File: config.mk
export PLATFORM = sky130hd
export DESIGN_NAME = seq_gen_2b_tx
export DESIGN_NICKNAME = d
export VERILOG_FILES = /design/src/rtl/seq_pkg.sv /design/src/rtl/seq_match_cnt.sv /design/src/rtl/seq_gen_2b_tx.sv
export SDC_FILE = /design/constraint.sdc
export NUM_CORES = 1
export LEC_CHECK = 0
export ABC_AREA = 1
export CAP_MARGIN = 5
export CORE_ASPECT_RATIO = 0.75
export CORE_MARGIN = 2
export CORE_UTILIZATION = 48
export DETAILED_ROUTE_END_ITERATION = 16
export GPL_TIMING_DRIVEN = 0
export PLACE_DENSITY_LB_ADDON = 0.12
export RECOVER_POWER = 100
export REMOVE_ABC_BUFFERS = 1
export SLEW_MARGIN = 30
export SYNTH_ARGS = -nofsm -noshare
export SYNTH_HDL_FRONTEND = slang
export SYNTH_HIERARCHICAL = 1
export SYNTH_SLANG_ARGS = --single-unit
File: constraint.sdc
create_clock -name clk -period 1.4 [get_ports clk]
set_input_delay 0.28 -clock clk [delete_from_list [all_inputs] [get_ports clk]]
set_output_delay 0.28 -clock clk [all_outputs]
set_load 0.01 [all_outputs]
File: src/rtl/seq_pkg.sv
// Shared definitions for the two-bit serial pattern transmitter and the
// 01110 detector that consumes its {A,B} stream.
//   seq_state_t  : transmitter state encodings IDLE / SEND / DONE
//   PATTERN      : the detected sequence 01110, PATTERN_LEN bits long
//   DEMO_PATTERN : 24-bit demonstration word containing five occurrences
package seq_pkg;

    typedef enum logic [1:0] {
        IDLE = 2'd0,
        SEND = 2'd1,
        DONE = 2'd2
    } seq_state_t;

    localparam int unsigned PATTERN_LEN  = 5;
    localparam logic [4:0]  PATTERN      = 5'b01110;
    localparam logic [23:0] DEMO_PATTERN = 24'b011101110111001110001110;

endpackage

File: src/rtl/seq_match_cnt.sv
// Saturating counter of 01110 occurrences in the transmitted bit stream.
// Built only when SEQ_GEN_MATCH_CNT_EN is defined.
// Ports:
//   clk   : clock, rising edge
//   clr   : synchronous active-high reset
//   clear : start of a new pattern (history and count cleared)
//   en    : a pair {a,b} is consumed this cycle
//   a, b  : current pair, a transmitted before b
//   cnt   : saturating match count
`ifdef SEQ_GEN_MATCH_CNT_EN
module seq_match_cnt
    import seq_pkg::*;
#(
    parameter int unsigned CNT_W = 8
) (
    input  logic             clk,
    input  logic             clr,
    input  logic             clear,
    input  logic             en,
    input  logic             a,
    input  logic             b,
    output logic [CNT_W-1:0] cnt
);

    // hist[0] is the most recently transmitted bit
    logic [3:0]       hist_q;
    logic [4:0]       win_a;
    logic [4:0]       win_b;
    logic [1:0]       inc;
    logic [CNT_W:0]   sum;

    always_comb begin
        win_a = {hist_q, a};
        win_b = {hist_q[2:0], a, b};
        inc   = 2'(win_a == PATTERN) + 2'(win_b == PATTERN);
        sum   = {1'b0, cnt} + (CNT_W+1)'(inc);
    end

    always_ff @(posedge clk) begin
        if (clr || clear) begin
            hist_q <= '0;
            cnt    <= '0;
        end else if (en) begin
            hist_q <= {hist_q[1:0], a, b};
            cnt    <= sum[CNT_W] ? '1 : sum[CNT_W-1:0];
        end
    end

endmodule
`endif

File: src/rtl/seq_gen_2b_tx.sv
// Two-bit-per-clock serial pattern transmitter.
// A SEQ_WIDTH-bit word accepted on the load port is driven MSB-first as
// pairs {A,B} (A = higher bit), one pair per clock, followed by a
// one-cycle done pulse.
// Optional feature: define SEQ_GEN_MATCH_CNT_EN to count 01110 occurrences
// in the transmitted stream on match_cnt; otherwise match_cnt is 0.
// Ports:
//   clk, clr          : clock and synchronous active-high reset
//   load_valid/ready  : load handshake; load_ready = (state == IDLE)
//   load_data         : pattern word, bit SEQ_WIDTH-1 sent first
//   hold              : freezes transmission in SEND
//   A, B, out_valid   : current pair and its qualifier (registered)
//   done              : one-cycle pulse after the last pair
//   match_cnt         : saturating 01110 count
module seq_gen_2b_tx
    import seq_pkg::*;
#(
    parameter int unsigned SEQ_WIDTH = 24,
    parameter int unsigned CNT_W     = 8
) (
    input  logic                 clk,
    input  logic                 clr,
    input  logic                 load_valid,
    output logic                 load_ready,
    input  logic [SEQ_WIDTH-1:0] load_data,
    input  logic                 hold,
    output logic                 A,
    output logic                 B,
    output logic                 out_valid,
    output logic                 done,
    output logic [CNT_W-1:0]     match_cnt
);

    localparam int unsigned N  = SEQ_WIDTH / 2;
    localparam int unsigned BW = (N > 1) ? $clog2(N) : 1;
    localparam logic [BW-1:0] LAST_BEAT = BW'(N - 1);

    generate
        if ((SEQ_WIDTH % 2) != 0 || SEQ_WIDTH < 4) begin : g_bad_width
            $error("seq_gen_2b_tx: SEQ_WIDTH must be even and >= 4");
        end
    endgenerate

    seq_state_t           state_q, state_d;
    logic [SEQ_WIDTH-1:0] shreg_q, shreg_d;
    logic [BW-1:0]        beat_q, beat_d;
    logic                 a_d, b_d, ov_d, done_d;

    assign load_ready = (state_q == IDLE);

    always_ff @(posedge clk) begin
        if (clr) begin
            state_q   <= IDLE;
            shreg_q   <= '0;
            beat_q    <= '0;
            A         <= 1'b0;
            B         <= 1'b0;
            out_valid <= 1'b0;
            done      <= 1'b0;
        end else begin
            state_q   <= state_d;
            shreg_q   <= shreg_d;
            beat_q    <= beat_d;
            A         <= a_d;
            B         <= b_d;
            out_valid <= ov_d;
            done      <= done_d;
        end
    end

    always_comb begin
        state_d = state_q;
        shreg_d = shreg_q;
        beat_d  = beat_q;
        a_d     = A;
        b_d     = B;
        ov_d    = out_valid;
        done_d  = 1'b0;

        case (state_q)
            IDLE: begin
                a_d  = 1'b0;
                b_d  = 1'b0;
                ov_d = 1'b0;
                if (load_valid) begin
                    // first pair goes straight to the outputs; the shift
                    // register keeps only the remaining pairs
                    state_d = SEND;
                    a_d     = load_data[SEQ_WIDTH-1];
                    b_d     = load_data[SEQ_WIDTH-2];
                    shreg_d = load_data << 2;
                    beat_d  = '0;
                    ov_d    = 1'b1;
                end
            end
            SEND: begin
                if (!hold) begin
                    if (beat_q == LAST_BEAT) begin
                        state_d = DONE;
                        a_d     = 1'b0;
                        b_d     = 1'b0;
                        ov_d    = 1'b0;
                        done_d  = 1'b1;
                        shreg_d = '0;
                        beat_d  = '0;
                    end else begin
                        a_d     = shreg_q[SEQ_WIDTH-1];
                        b_d     = shreg_q[SEQ_WIDTH-2];
                        shreg_d = shreg_q << 2;
                        beat_d  = beat_q + 1'b1;
                    end
                end
            end
            DONE: begin
                state_d = IDLE;
                a_d     = 1'b0;
                b_d     = 1'b0;
                ov_d    = 1'b0;
            end
            default: begin
                state_d = IDLE;
                shreg_d = '0;
                beat_d  = '0;
                a_d     = 1'b0;
                b_d     = 1'b0;
                ov_d    = 1'b0;
            end
        endcase
    end

`ifdef SEQ_GEN_MATCH_CNT_EN
    logic cnt_clear;
    logic cnt_en;

    // the registered pair on A/B is the one consumed at a non-held SEND edge
    assign cnt_clear = (state_q == IDLE) && load_valid;
    assign cnt_en    = (state_q == SEND) && !hold;

    seq_match_cnt #(
        .CNT_W (CNT_W)
    ) u_match_cnt (
        .clk   (clk),
        .clr   (clr),
        .clear (cnt_clear),
        .en    (cnt_en),
        .a     (A),
        .b     (B),
        .cnt   (match_cnt)
    );
`else
    assign match_cnt = '0;
`endif

endmodule
==> results of run 1 <==
-- power breakdown --
part / switching (uW) / internal (uW)
clock network: 346 / 338
logic: 287 / 242
registers: 41.3 / 972
-- routing by layer --
layer	part of all wire (%)	routed length, um	global-route usage, %	up-vias
met3	8.7	390	8.00	5
met5	0	0	0	-
met4	0.76	34	7.37	0
li1	-	-	-	839
met2	45	2010	39.0	73
met1	46	2040	31.8	754
-- cells in the mapped netlist (all sizes together) --
library cell	instances	share of area (%)
nand3	32	10
ha	1	0.80
conb	1	0.24
nor2	9	2.8
nand2	103	25
xor2	1	0.56
dfxtp	32	41
buf	20	8.5
o21ai	1	0.32
a21oi	26	8.3
clkbuf	2	0.48
inv	9	2.2
-- how the worst max path moves through the flow --
stage | start | endpoint | slack (ns) | depth (start not counted)
2_1_floorplan | state_q[1] | beat_q[1] | -0.68 | 6
3_3_place_gp | state_q[1] | shreg_q[3] | -1.42 | 6
3_5_place_dp | state_q[1] | shreg_q[20] | -1.42 | 6
4_1_cts | hold | shreg_q[6] | 0.00008 | 7
5_1_grt | state_q[1] | shreg_q[19] | -0.06 | 7
6_report | state_q[1] | shreg_q[19] | 0.02 | 7
-- registers in the layout (all words and copies together), names as in the netlist --
signal and count:
A 1, B 1, beat_q 4, done 1, out_valid 1, shreg_q 22
state_q 2
-- layout by cell type (no fill, tap or decap), types with 2 or more instances in the layout --
cell	n
nand2_1	99
nand3_1	31
dfxtp_1	30
clkdlybuf4s50_1	25
a21oi_1	24
buf_4	12
conb_1	8
inv_1	7
nor2_1	7
clkbuf_8	5
dlygate4sd2_1	4
nor2_4	3
clkinvlp_4	3
nand2_4	2
nand3_4	2
nand2_2	2
a21oi_2	2
buf_2	2
buf_6	2
buf_12	2
dfxtp_4	2
-- cells by family after synthesis --
family	synth area share (%)
flip-flops	40.9
buffers and inverters	11.1
adder cells (fa/ha/maj)	0.799
other	0.240
XOR/XNOR	0.560
AO/OA/AOI/OAI	8.63
AND/OR/NAND/NOR	37.7
-- cell type report --
class | count | area [sq um]
clock buffer | 6 | 72.6
fill | 241 | 823
sequential | 32 | 648
inverter | 9 | 37.5
tap | 38 | 47.5
multi-input combinational | 186 | 911
clock inverter | 1 | 5.00
timing repair buffer | 48 | 460
timing repair inverter | 2 | 15.0
-- worst register-to-register path, cell delays in order (launching register included) --
cell and delay, ns:
dfxtp_4 0.38, nor2_4 0.22, nand2_4 0.11, nand2_8 0.12, clkinvlp_4 0.11, buf_6 0.15, nand2_1 0.09, a21oi_2 0.07
-- repair_timing --
action,4_1_cts,5_1_grt
endpoints found under the setup margin,37,30
gates cloned,6,1
pin swaps,5,5
buffers inserted,10,6
resized for setup,27,12
-- through the flow --
stage / power, uW / utilization (%) / setup WS (ns) / hold WS (ns)
5_1_grt: 2330 / 72.7 / -0.0560 / 0.382
3_5_place_dp: 1410 / 60.2 / -1.42 / 0.457
4_1_cts: 2180 / 69.1 / 0.0000827 / 0.465
2_1_floorplan: 1250 / - / -0.678 / 0.349
6_report: 2230 / 72.7 / 0.0203 / 0.371
3_3_place_gp: 1410 / 60.2 / -1.42 / 0.455
==> impl_results.md, run 1 <==
- Run status: completed
- Number of diodes: 0
- Vias per inst: 5.19
- Hold Vio Cnt, Final: 0
- Initial antenna violation count: 0
- Ys Warns: 6
- Synth cell types: 17
- Post-Place Cells: 292
- Post-Syn Area per Cell: 6.60 sq um
- Largest net degree at the start of global routing: 27
- Layout cells sized above 1: 16.2%
- Bufs and invs on worst path: 2
- DR vias: 1671
- CTS tree: built
- Clock Skews: 0.00661 ns
- WL/cell: 13.9 um
- Iteration-0 DRC Markers: 139
- Worst Setup End Kind: register
- Critical Path Slowest Stage Cell: dfxtp_4
- Crit Path Class: reg -> reg
- CTS root buf: clkbuf_8
- Crit path time final: 1.38 ns
- Post-route clock period utilization: 98.5%
- Critical path, cell by cell: nor2_4 > nand2_4 > nand2_8 > clkinvlp_4 > buf_6 > nand2_1 > a21oi_2
- Synth Instances: 237
- Row Count: 17
- Critical R2R Capture: shreg_q[19]
- Vias in the first global route: 1404
- H-tree depth: 2
- Final setup fails: 0
- Global-route wire length before repair: 6780 um
- Total Routing Usage GR: 24.5%
- Remaining DRCs: 0
- Slowest Stage Delay on Critical Path: 0.38 ns
- Clock buffer count from CTS: 5
- Worst R2R Start: state_q[1]
- DR pass1 iterations: 4
- Final GP Congestion: 0.696
- Placement Cell Area: 1820 sq um
- Number of port buffers: 32
- Crit-path max FO: 8
- Routed WL: 4470 um
- Starting Density: 51.8%
- Sequential share of the synthesized area: 40.9%
- Worst Path Required: 1.56 ns
- Crit path max-delay family: simple AND/OR/NAND/NOR gates
- Synth Cell Area: 1570 sq um
- Number of standard cells in the final layout excluding fillers: 322
- Die Wd: 69.9 um
- Final net count: 313
- RSZ-0062 raised after global routing: true
- Reported max-cap violation count: 0
- Maximum vdd drop: 0.681 mV
- Crit path DAT: 1.54 ns
- Overall die height: 53.5 um
- Pwr Density: 1010 nW/um^2
- F_max: 725 MHz
- Die area: 3740 sq um
- TNS Setup: 0 ns
- Max clock buf depth: 2
- Lkg Pwr: 0.000959 uW
- Hold_buf cts: 0
- Min-Delay Endpoint: state_q[1]
- Startpoint Class: register
- Core footprint: 3020 sq um
- #FFs+latches synth: 32
- Worst-Skew Late Latency: 0.29 ns
- Least-Margin Pin Slew: 0.550 ns
- Io pins: 41
- Worst hold stages: 4
- Clock Sink Count: 32
- Worst hold path class: in -> reg
- Fin area: 2200 sq um
- Clock Pin Slew Worst Setup and Hold Paths: 0.07 ns
- Post-DP HPWL: 1950 um
- Post-route ant nets: 0
- Worst relative slew slack: 63.3%
- R2r setup slk: 0.02 ns
- Synth-to-Final Area Change: 40.4%
- Remaining Overflow, GRT: 0
- Hold wc startpoint: hold
- R2R depth: 7
- Slew Viols, Final: 0
Power figures use the tool's default switching activity.
==> inputs of run 2 (changes only) <==
Settings changed: SLEW_MARGIN 30 to 20.
==> run 2 against run 1 <==
Effect of this change: core utilization grew 0.41 points; hold slack gained 0.0075 ns; die area is the same; maximum frequency is essentially flat; first-iteration DRC count shrank 11%; highest routed layer unchanged; clock skew shrank 0.0010 ns; sequential power is essentially flat; via count grew 0.78%.
==> impl_results.md, run 2 (synthesized netlist as in run 1, its figures left out) <==
- Run status: completed
- Layout cells sized above 1: 15.8% (-0.35 points)
- Die Wd: 69.9 um (unchanged)
- Max clock buf depth: 2 (unchanged)
- Commonest non-fill, non-tap cell in the layout: nand2_1
- Crit path max-delay family: flip-flops
- Synth-to-Final Area Change: 41.2%
- Bufs and invs on worst path: 2 (unchanged)
- Number of port buffers: 32 (unchanged)
- Remaining Overflow, GRT: 0 (unchanged)
- Slowest Stage Delay on Critical Path: 0.39 ns (about the same)
- Routed WL: 4460 um (-0.29%)
- Placement Cell Area: 1820 sq um (unchanged)
- GRT Max-Usage Layer: met2
- Hold_buf cts: 0 (unchanged)
- Crit path DAT: 1.10 ns (-0.44 ns)
- Cell Int Power: 1560 uW (+0.32%)
- F_max: 725 MHz (about the same)
- Pwr Density: 1010 nW/um^2 (-0.55%)
- Iteration-0 DRC Markers: 124 (-11%)
- Fin util: 73.2% (+0.41 points)
- Core footprint: 3020 sq um (unchanged)
- Vias in the first global route: 1404 (unchanged)
- Final net count: 313 (unchanged)
- Worst Path Required: 1.12 ns (-0.44 ns)
- WHS: 0.378 ns (+0.00753 ns)
- NetSw: 670 uW (-0.68%)
- R2r setup slk: 0.03 ns (about the same)
- Starting Density: 51.8% (unchanged)
- DR vias: 1684 (+0.78%)
- Pwr Total: 2230 uW (about the same)
- Remaining DRCs: 0 (unchanged)
- Vias per inst: 5.23 (+0.78%)
- Sw Share: 30.1% (-0.21 points)
- FF/Latch Area: 648 sq um (unchanged)
- Clock Pin Slew Worst Setup and Hold Paths: 0.07 ns (about the same)
- Biggest regs: shreg_q: 22 flops, beat_q: 4 flops, state_q: 2 flops
- RSZ-0062 raised after global routing: true
- Post-route ant nets: 0 (unchanged)
- Clock Skews: 0.00561 ns (-0.00100 ns)
- Worst-Skew Late Latency: 0.29 ns (about the same)
- WL/cell: 13.9 um (-0.29%)
- Lkg Pwr: 0.000965 uW (+0.67%)
- Filler Cell Count: 239 (-0.83%)
- CTS tree: built
- Critical path, cell by cell: nor2_4 > buf_6 > buf_6
- Startpoint Class: register
- DR pass1 iterations: 4 (unchanged)
- Die area: 3740 sq um (unchanged)
- Top reg by flops: shreg_q
- Post-route clock period utilization: 98.5% (about the same)
- Worst hold path class: in -> reg
- Number of diodes: 0 (unchanged)
- TNS Setup: 0 ns (unchanged)
- Critical Path Slowest Stage Cell: dfxtp_4
- Fin area: 2210 sq um (+0.57%)
- Most frequent cells in the layout: nand2_1, nand3_1, dfxtp_1
- Crit-path max FO: 5 (-3)
- Total Routing Usage GR: 24.5% (unchanged)
- Clock buffer count from CTS: 5 (unchanged)
- Maximum vdd drop: 0.679 mV (-0.32%)
- Worst relative slew slack: 61.6% (-1.7 points)
- Crit Path Class: reg -> out
- Slew Viols, Final: 0 (unchanged)
- Routing usage on met2: 39.0% (unchanged)
- Reported max-cap violation count: 0 (unchanged)
- Final setup fails: 0 (unchanged)
- Sequential share of power: 45.5% (about the same)
- Crit path time final: 1.38 ns (-0.00116 ns)
- Least-Margin Pin Slew: 0.576 ns (+0.0256 ns)
- Overall die height: 53.5 um (unchanged)
- Clk network pwr share: 30.4% (-0.3 points)
- Final GP Congestion: 0.696 (unchanged)
- Largest net degree at the start of global routing: 27 (unchanged)
- Clock Sink Count: 32 (unchanged)
- M1 GR Usage: 31.8% (unchanged)
- Worst Setup End Kind: output port
- Initial antenna violation count: 0 (unchanged)
- Combinational power share: 24.1% (+0.3 points)
- Largest register FFs: 22 (unchanged)
- Met3 Usage GRT: 8.00% (unchanged)
- Crit path top cell by count: buf_6
- CTS root buf: clkbuf_8
- Row Count: 17 (unchanged)
- Io pins: 41 (unchanged)
- Multi-input logic area: 913 sq um (+0.27%)
- Hold Vio Cnt, Final: 0 (unchanged)
- H-tree depth: 2 (unchanged)
- Global-route wire length before repair: 6780 um (unchanged)
- Post-DP HPWL: 1950 um (unchanged)
run 2: cell count changes in the layout (fill, tap and decap cells not counted), sizes merged:
cell	before	now
clkbuf	6	7
buf	18	17
run 2: worst paths after layout:
kind,from,end,depth (start not counted)
max,state_q[1],load_ready,3
min,hold,state_q[1],4
max reg2reg,state_q[1],shreg_q[19],7
min reg2reg,B,B,2
run 2: power by group through the flow:
stage | Sequential, uW | Combinational [uW] | Clock (uW)
final | 1010 | 536 | 677
after global routing | 1020 | 595 | 721
after CTS | 1010 | 488 | 681
after detailed placement | 1030 | 385 | 0
after global placement | 1020 | 384 | 0
after floorplan | 1020 | 225 | 0
run 2: routing by layer:
metal	vias to the layer above	part of all wire, %
met3	6	9.6
li1	840	-
met4	0	1.4
met5	-	0
met1	765	45
met2	73	44
run 2: tightest hold or removal path, stage by stage:
cell and delay [ns]:
dlymetal6s2s_1 0.14, inv_2 0.07, nand3_1 0.10, nor2_1 0.04
run 2: layout make-up:
| class | count | area share, % |
|---|---|---|
| clock buffer | 6 | 3.28 |
| sequential | 32 | 29.3 |
| timing repair inverter | 2 | 0.680 |
| inverter | 9 | 1.70 |
| clock inverter | 1 | 0.227 |
| tap | 38 | 2.15 |
| multi-input combinational | 186 | 41.3 |
| timing repair buffer | 48 | 21.3 |
run 2: stage by stage:
| stage | instances | setup WS (ns) |
|---|---|---|
| after floorplan | 222 | -0.678 |
| after global placement | 292 | -1.42 |
| after detailed placement | 292 | -1.42 |
| after CTS | 315 | 0.0000827 |
| after global routing | 322 | -0.0586 |
| final | 322 | 0.0215 |
run 2: repair_timing:
action,in CTS,in global routing
cloned,6,1
buffers inserted,10,6
endpoints found under the setup margin,37,32
resized for setup,27,16
pin swaps,5,5
endpoints found under the hold margin,0,0
